$ cat src/rtl/hazard_stall_ctrl.sv
// Pipeline hazard/stall controller: PC and IF/ID write/flush, ID/EX bubble,
// imem wait-state tracking with timeout, and saturating stall/flush counters.
module hazard_stall_ctrl #(
  parameter int TIMEOUT = 16,
  parameter int CNT_W   = 16
) (
  input  logic             clk,
  input  logic             rst,
  input  logic [4:0]       ID_rs,
  input  logic [4:0]       ID_rt,
  input  logic             ID_uses_rt,
  input  logic             ID_jump,
  input  logic             EX_mem_read,
  input  logic [4:0]       EX_rt,
  input  logic             EX_branch_taken,
  input  logic             imem_ready,
  output logic             pc_write,
  output logic             if_id_write,
  output logic             if_id_flush,
  output logic             id_ex_bubble,
  output logic             fetch_err,
  output logic [CNT_W-1:0] stall_cnt,
  output logic [CNT_W-1:0] flush_cnt
);

  localparam logic [1:0] S_RUN  = 2'd0;
  localparam logic [1:0] S_WAIT = 2'd1;
  localparam logic [1:0] S_ERR  = 2'd2;

  localparam logic [7:0]       TO_LAST = 8'(TIMEOUT - 1);
  localparam logic [CNT_W-1:0] CNT_MAX = {CNT_W{1'b1}};

  logic [1:0] state, state_nxt;
  logic [7:0] wait_cnt;
  logic       flush_pend;
  logic       lu_block;
  logic       load_use_raw;
  logic       lu_stall;

  assign load_use_raw = EX_mem_read && (EX_rt != 5'd0) &&
                        ((EX_rt == ID_rs) || (ID_uses_rt && (EX_rt == ID_rt)));

  assign fetch_err = (state == S_ERR);

  // lu_block masks a hazard that was already served its single stall cycle
  // and is still being presented (IF/ID held, EX not yet advanced).
  always_comb begin
    pc_write     = 1'b1;
    if_id_write  = 1'b1;
    if_id_flush  = 1'b0;
    id_ex_bubble = 1'b0;
    lu_stall     = 1'b0;
    if (!rst || state == S_ERR) begin
      pc_write     = 1'b0;
      if_id_write  = 1'b0;
      if_id_flush  = 1'b1;
      id_ex_bubble = 1'b1;
    end else if (EX_branch_taken) begin
      if_id_flush  = 1'b1;
      id_ex_bubble = 1'b1;
    end else if (!imem_ready) begin
      pc_write     = 1'b0;
      if_id_write  = 1'b0;
      id_ex_bubble = 1'b1;
    end else if (flush_pend) begin
      if_id_flush  = 1'b1;
      id_ex_bubble = 1'b1;
    end else if (load_use_raw && !lu_block) begin
      pc_write     = 1'b0;
      if_id_write  = 1'b0;
      id_ex_bubble = 1'b1;
      lu_stall     = 1'b1;
    end else if (ID_jump) begin
      if_id_flush  = 1'b1;
    end
  end

  always_comb begin
    state_nxt = state;
    if (state != S_ERR) begin
      if (!imem_ready) state_nxt = (wait_cnt >= TO_LAST) ? S_ERR : S_WAIT;
      else             state_nxt = S_RUN;
    end
  end

  always_ff @(posedge clk or negedge rst) begin
    if (!rst) begin
      state      <= S_RUN;
      wait_cnt   <= 8'd0;
      flush_pend <= 1'b0;
      lu_block   <= 1'b0;
      stall_cnt  <= '0;
      flush_cnt  <= '0;
    end else begin
      state    <= state_nxt;
      lu_block <= load_use_raw && (lu_block || lu_stall);
      if (state != S_ERR) begin
        if (imem_ready) begin
          wait_cnt   <= 8'd0;
          flush_pend <= 1'b0;
        end else begin
          wait_cnt   <= wait_cnt + 8'd1;
          // a branch taken while fetch is stalled must flush the word that arrives later
          flush_pend <= flush_pend || EX_branch_taken;
        end
      end
      if (!pc_write && stall_cnt != CNT_MAX) stall_cnt <= stall_cnt + CNT_W'(1);
      if (if_id_flush && flush_cnt != CNT_MAX) flush_cnt <= flush_cnt + CNT_W'(1);
    end
  end

endmodule

$ cat config.mk
export PLATFORM = sky130hd
export DESIGN_NAME = hazard_stall_ctrl
export DESIGN_NICKNAME = d
export VERILOG_FILES = /design/src/rtl/hazard_stall_ctrl.sv
export SDC_FILE = /design/constraint.sdc
export NUM_CORES = 1
export LEC_CHECK = 0
export ABC_AREA = 1
export BUFFER_PORTS_ARGS = -buffer_cell sky130_fd_sc_hd__buf_2
export CORE_UTILIZATION = 30
export CTS_BUF_LIST = sky130_fd_sc_hd__clkbuf_8
export DETAILED_ROUTE_END_ITERATION = 8
export SETUP_SLACK_MARGIN = 0.05
export SLEW_MARGIN = 10
export SYNTH_ARGS = -nofsm -noshare
export SYNTH_HDL_FRONTEND = slang
export SYNTH_SLANG_ARGS = --single-unit
$ cat constraint.sdc
create_clock -name clk -period 2.1 [get_ports clk]
set_input_delay 0 -clock clk [delete_from_list [all_inputs] [get_ports clk]]
set_output_delay 0 -clock clk [all_outputs]
set_load 0.01 [all_outputs]
# Word-level counts from Yosys, hierarchy flattened
# Index checks and enable logic that the tools add are counted.
# Widths: inputs -> output; s select.
totals:
  in_bits: 22
  reg_bits: 44
op_classes:
  mux: 24
  order_cmp: 1
  n_reduce_logical: 15
  eq_ne: 6
  n_addsub: 3
ops:
  columns: ["op", "count"]
  rows:
  - ["$add 16x1->16 const B", 2]
  - ["$ne 16x16->1 const B", 2]
  - ["$mux 1", 21]
  - ["$eq 5x5->1", 2]
  - ["$add 8x1->8 const B", 1]
  - ["$ge 8x4->1 const B", 1]
  - ["$mux 8", 1]
  - ["$logic_and 1x1->1", 7]
  - ["$reduce_bool 5->1", 1]
  - ["$logic_or 1x1->1", 4]
  - ["$mux 2", 2]
  - ["$logic_not 1->1", 3]
  - ["$eq 2x2->1 const B", 1]
  - ["$ne 2x2->1 const B", 1]

# Logic depth before layout (Yosys ltp)
# Gate-level depths: netlist of the first run.
depth:
  depth_word: 12
  depth_mapped: 14
  depth_no_buf: 13

# Least setup slack after synthesis of the first run
# Ideal clock, no wire load.
synth_timing:
  kind: "reg-to-reg"
  start: "reg stall_cnt[0]"
  end: "reg stall_cnt[2]"
  arrival_time_ps: 1745
  path_stages_with_launch: 10
  t_required_ps: 1983
  period_less_slack_ps: 1862
  path_slack_ps: 238
  path_buffers: 1
  cell_sequence: "dfrtp_1 > ha_1 > nand3_1 > nor2_2 > nand3_1 > nor3_2 > nand3_2 > buf_2 > nand3_1 > nand2_1"
synth_between:
  elab_chain_cells: 2
synth_rtl:
  columns: ["item", "line", "rtl"]
  rows:
  - ["start, declared", "22", "output logic [CNT_W-1:0] stall_cnt,"]
  - ["start signal, assigned", "107", "if (!pc_write && stall_cnt != CNT_MAX) stall_cnt <= stall_cnt + CNT_W'(1);"]
  - ["branches (longest 2 deep; another with $add 16x1->16)", null, null]
# Several ways; the timed one is not identified.
# A chain may end at the register's enable or synchronous reset.

# Worst setup path in the final report of the first run
layout_timing:
  start: "reg flush_cnt[0]"
  end: "reg flush_cnt[11]"
layout_between:
  elab_chain_cells: 2
layout_rtl:
  columns: ["item", "line", "rtl"]
  rows:
  - ["start, declared", "23", "output logic [CNT_W-1:0] flush_cnt"]
  - ["start signal, assigned", "108", "if (if_id_flush && flush_cnt != CNT_MAX) flush_cnt <= flush_cnt + CNT_W'(1);"]
  - ["branches (longest 2 deep; another with $add 16x1->16)", null, null]
# Several ways; the timed one is not identified.

==> results.yml, run 1 <==
worst_setup_path:
  required_ns: 2.28
  startpoint_type: "flip-flop"
  crit_fanout: 5
  critPathKind: "flip-flop to flip-flop"
  critPathArrivalTime_ns: 2.04
  end_kind: "flip-flop"
flow_run:
  cap_violations: 0
sta:
  finalCritPeriodShare_pct: 88.9
  slew_viol_final: 0
  tns_ns: 0
  tightest_slew_ns: 0.565
  relSlewSlack_pct: 62.4
  setup_slack_ns: 0.233
  min_period_ns: 1.87
  worst_clock_skew_ns: 0.00732
  timing.fmax_mhz: 536
  hold_violations: 0
  rsz0062_at_grt: "no"
  finalSetupViolations: 0
synth:
  syn_area_um2: 2680
  synth.yosys.seq_area_share_pct: 41.2
  avgSynthCellArea_um2: 7.00
  synth-seq-cells: 44
  syn_nets: 407
  yosys_warnings: 0
  synth_top_area_share_pct: 41.2
  synthDistinctLibCells: 26
  synthTopCellsByArea: "dfrtp_1 41%, nand2_1 20%, nand3_1 8.8%"
  synth_top_area_cell: "dfrtp_1"
  syn-instance-count: 382
floorplanning:
  row_count: 34
  num_io_pins: 59
  die_x_um: 96.4
  initial_core_util_pct: 30.8
  die_area_um2: 9300
  die-height_um: 96.4
  core-area_um2: 8680
cts:
  clk_pin_slew_ns: 0.08
  htree_levels: 2
  cts.sink_count: 44
  clock_latency_ns: 0.29
  cts_buffers: 5
  root_buffer: "clkbuf_8"
  cts_tree: "built"
  max-clock-path-buffers: 2
global_routing:
  grt_busiest_layer: "met2"
  track_usage_pct: 14.0
  use_met2_pct: 25.0
  grt_pass1_wl_um: 10300
  grt_overflow: 0
  grt_max_degree: 45
  use_met3_pct: 2.74
  antenna_found_initial: 0
  grt_pass1_vias: 2380
  met1_usage_pct: 17.5
routing:
  route.detailed.drc: 0
  antenna_left: 0
  vias_per_cell: 4.53
  wl_um: 5990
  drt_pass1_iterations: 4
  drt-wirelength-per-cell_um: 10.7
  vias: 2542
  drt-initial-drc-count: 107
power_and_ir_drop:
  switchingPower_uw: 791
  p_int_mw: 1.54
  seqPwrFrac_pct: 48.6
  clkPwrFrac_pct: 23.3
  max-vdd-ir-drop_mv: 0.336
  power.density_nw_per_um2: 714
  power_leakage_nw: 1.77
  p_comb_share_pct: 28.2
  switching_share_pct: 34.0
placement:
  dp_hpwl_um: 4530
  pre_cts_slack_ns: 0.182
  portBuffers: 58
  gp_congestion: 0.812
layout:
  syn_to_final_growth_pct: 21.7
  n_antenna_cell: 0
  nNetsFinal: 477
  drive_above_1_share_pct: 19.0
run_status:
  status: "finished, final reports clean"
worst_hold_path:
  hold_path_class: "input port to flip-flop"
power groups by stage:
stage                     Sequential (mW)  Combinational [mW]  Clock, mW
final                                1.13               0.656      0.541
after global routing                 1.16               0.773      0.609
after CTS                            1.14               0.642      0.572
after detailed placement             1.16               0.637          0
after global placement               1.15               0.627          0
after floorplan                      1.18               0.365          0
worst max-delay path, stage by stage (launching register included):
cell	delay, ns
dfrtp_1	0.42
ha_1	0.24
nand3_1	0.14
nor2_2	0.07
nand4_1	0.14
nor2_2	0.06
nand2_1	0.16
nand2_1	0.13
nor3_1	0.22
nand2_1	0.08
nand2_1	0.07
nand2_1	0.05
placed cells by master, fill, tap and decap left out:
master	instances
o21bai_1	1
dfrtp_1	44
clkinv_2	2
nor3_1	6
nand2_4	1
nand3_2	1
o21ai_0	4
nor3_2	1
nor2_2	3
nor4_1	3
buf_2	58
nand4_1	4
nor3b_1	2
ha_1	3
a21oi_1	7
nand2_2	2
dlygate4sd3_1	2
clkbuf_8	6
a31oi_1	1
inv_1	42
nand2_1	142
buf_4	10
xor2_1	11
xnor2_1	10
or2_2	1
nand3_1	47
nor2_1	34
nand3b_1	4
nor2_4	1
final cells by class:
class / count / area [um2]
fillers: 938 / 5420
multi-input cells: 289 / 1390
flip-flops and latches: 44 / 1100
repair buffers: 70 / 385
inverters: 42 / 158
well taps: 108 / 135
clock buffers: 6 / 82.6
clock inverters: 2 / 10.0
state kept, by name (all words and copies together) (netlist names):
register,flops
flush_cnt,16
state,2
flush_pend,1
stall_cnt,16
wait_cnt,8
lu_block,1
cell usage after synthesis:
cell	count
nand2_1	143
nand3_1	47
dfrtp_1	44
inv_1	42
nor2_1	36
xor2_1	11
xnor2_1	10
a21oi_1	7
nor3_1	6
buf_2	5
nand3b_1	4
nand4_1	4
o21ai_0	4
ha_1	3
nor4_1	3
nor2_2	2
nor3b_1	2
a31oi_1	1
buf_4	1
buf_6	1
nand2_2	1
nand2_4	1
nand3_2	1
nor3_2	1
o21bai_1	1
or2_2	1
final timing paths:
check	start	to	slack [ns]	depth (start not counted)
setup / recovery	flush_cnt[0]	flush_cnt[11]	0.23	11
hold / removal	imem_ready	lu_block	0.03	3
setup reg to reg	flush_cnt[0]	flush_cnt[11]	0.23	11
hold reg to reg	flush_cnt[15]	flush_cnt[15]	0.50	2
max in group asynchronous	rst	wait_cnt[5]	1.34	3
min in group asynchronous	rst	flush_cnt[8]	0.38	3
per-layer routing:
| layer | up-vias | share of wire [%] |
|---|---|---|
| li1 | 1338 | - |
| met5 | - | 0 |
| met4 | 0 | 1.1 |
| met2 | 45 | 49 |
| met1 | 1149 | 46 |
| met3 | 10 | 4.2 |
cell families after synthesis:
family | count (synthesis) | share of synthesized area, %
and+or+nand+nor | 252 | 40.5
adders and majority gates | 3 | 1.40
AOI/OAI and AO/OA | 13 | 2.57
buffers and inverters | 49 | 7.53
DFF | 44 | 41.2
xor gates and xnor gates | 21 | 6.88
per-stage QoR:
step | power [mW] | cell area (um2) | std cells | utilization, % | hold slack, ns
after floorplan | 1.55 | 2680 | 382 | - | -0.296
after global placement | 1.78 | 3110 | 548 | 35.8 | 0.171
after CTS | 2.35 | 3220 | 558 | 37.1 | 0.0132
final | 2.33 | 3260 | 561 | 37.5 | 0.0258
after detailed placement | 1.80 | 3110 | 548 | 35.8 | 0.170
after global routing | 2.54 | 3260 | 561 | 37.5 | 0.0410
repair_timing:
action / 4_1_cts / 5_1_grt
buffers inserted: 0 / 3
gates resized for setup: 0 / 4
endpoints found under the hold margin: 45 / 0
setup endpoints to repair: 0 / 27
hold buffers: 2 / 0
(Power assumes the default switching activity.)
==> run 2: changes to the inputs <==
CORE_UTILIZATION = 55   (was 30)
PLACE_DENSITY = 0.81   (was unset)
==> results.yml, run 2 (synthesis gave the netlist of run 1 again) <==
sta:
  worst_clock_skew_ns: 0.0119
  finalCritPeriodShare_pct: 89.9
  whs_ns: 0.0241
  timing.fmax_mhz: 529
  tns_ns: 0
  hold_violations: 0
  setup_slack_ns: 0.211
  finalSetupViolations: 0
  tightest_slew_ns: 0.549
  relSlewSlack_pct: 63.4
  min_period_ns: 1.89
  slew_viol_final: 0
global_routing:
  grt_pass1_vias: 2349
  grt_max_degree: 45
  use_met2_pct: 40.7
  antenna_found_initial: 0
  use_met3_pct: 5.34
  track_usage_pct: 23.9
  grt_pass1_wl_um: 9880
  met1_usage_pct: 30.3
  grt_busiest_layer: "met2"
  grt_overflow: 0
power_and_ir_drop:
  power_leakage_nw: 1.76
  seqPwrFrac_pct: 49.1
  switchingPower_uw: 807
  switching_share_pct: 34.6
  clkPwrFrac_pct: 23.6
  power.density_nw_per_um2: 733
  p_comb_share_pct: 27.3
  power_mw: 2.33
  max-vdd-ir-drop_mv: 0.479
  p_int_mw: 1.52
routing:
  drt-wirelength-per-cell_um: 11.6
  wl_um: 5870
  drt-initial-drc-count: 203
  route.detailed.drc: 0
  vias: 2654
  vias_per_cell: 5.26
  antenna_left: 0
  drt_pass1_iterations: 4
worst_setup_path:
  critPathArrivalTime_ns: 2.09
  crit_family: "simple AND/OR/NAND/NOR gates"
  r2r-start: "flush_cnt[1]"
  worstSetupStartpoint: "flush_cnt[1]"
  startpoint_type: "flip-flop"
  end_kind: "flip-flop"
  crit_fanout: 4
  cpPeakStageDelay_ns: 0.41
  crit_chain: "ha_1 -> nand3_1 -> nor2_1 -> nand4_1 -> buf_4 -> nor4_1 -> nand2_1 -> nand2_1 -> nand2_1"
  r2r_end: "flush_cnt[14]"
  path_depth: 9
  r2r_setup_slack_ns: 0.21
  cpMostUsedCell: "nand2_1"
  r2r_cells: 9
  cp_slowest_cell: "dfrtp_1"
  critPathKind: "flip-flop to flip-flop"
  required_ns: 2.30
  crit_buf_inv: 1
cts:
  max-clock-path-buffers: 2
  clock_latency_ns: 0.30
  clk_pin_slew_ns: 0.09
  cts_buffers: 5
  cts.sink_count: 44
  root_buffer: "clkbuf_8"
  htree_levels: 2
  cts_tree: "built"
layout:
  n_antenna_cell: 0
  layout.cells.non_filler: 505
  fillers: 414
  reg_top3: "flush_cnt x16, stall_cnt x16, wait_cnt x8"
  final_common_cell: "nand2_1"
  syn_to_final_growth_pct: 18.9
  nNetsFinal: 475
  finalCoreUtilization_pct: 67.8
  drive_above_1_share_pct: 18.2
  fin_area_um2: 3180
  mostFrequentLayoutCells: "143 x nand2_1, 58 x buf_2, 47 x nand3_1, 44 x dfrtp_1, 42 x inv_1"
worst_hold_path:
  hold_depth: 3
  hold_path_class: "input port to flip-flop"
  hold_start: "imem_ready"
  hold_end: "lu_block"
placement:
  placed_area_um2: 3030
  gp_congestion: 0.857
  portBuffers: 58
  dp_hpwl_um: 4230
  place_inst: 493
  pre_cts_slack_ns: 0.113
floorplanning:
  die-height_um: 71.7
  initial_core_util_pct: 57.0
  num_io_pins: 59
  core-area_um2: 4690
  die_area_um2: 5150
  die_x_um: 71.7
  row_count: 25
flow_run:
  cap_violations: 0
run_status:
  status: "finished, final reports clean"
[run 2: cell types whose count changed in the layout (fill, tap and decap cells not counted)]
cell     before  now
nand2_2       2    1
nand2_4       1    0
nor2_4        1    0
nand3_2       1    0
buf_4        10    8
nor2_1       34   35
nand3_4       0    1
nand2_1     142  143
nand2_8       0    1
[run 2: power groups by stage]
stage / registers, mW / clock network (mW) / logic [mW]
final: 1.14 / 0.550 / 0.637
after global routing: 1.16 / 0.605 / 0.732
after floorplan: 1.18 / 0 / 0.365
after detailed placement: 1.15 / 0 / 0.636
after CTS: 1.14 / 0.576 / 0.640
after global placement: 1.14 / 0 / 0.615
[run 2: worst max-delay path by stage]
stage,to
floorplan,stall_cnt[2]
CTS,stall_cnt[11]
finish,flush_cnt[14]
global placement,stall_cnt[1]
global route,flush_cnt[14]
detailed placement,stall_cnt[11]
[run 2: layer usage]
metal	up-vias	wire, um
met5	-	0
met2	61	2890
met1	1248	2630
li1	1338	-
met3	7	282
met4	0	67
[run 2: worst register-to-register path, stage by stage, from the launching register on]
cell     delay (ns)
dfrtp_1        0.41
ha_1           0.21
nand3_1        0.12
nor2_1         0.19
nand4_1        0.17
buf_4          0.18
nor4_1         0.32
nand2_1        0.10
nand2_1        0.07
nand2_1        0.04
[run 2: layout make-up]
cell class / count / area, um2 / area share, %
Clock buffer: 6 / 82.6 / 2.60
Clock inverter: 2 / 10.0 / 0.315
Inverter: 42 / 158 / 4.96
Multi-Input combinational cell: 289 / 1390 / 43.7
Sequential cell: 44 / 1100 / 34.6
Tap cell: 54 / 67.6 / 2.12
Timing Repair Buffer: 68 / 370 / 11.6
[run 2: repair_timing]
action / 4_1_cts / 5_1_grt
resized for setup: 0 / 3
endpoints found under the setup margin: 0 / 30
hold buffers: 2 / 0
buffers inserted: 0 / 2
endpoints found under the hold margin: 45 / 0
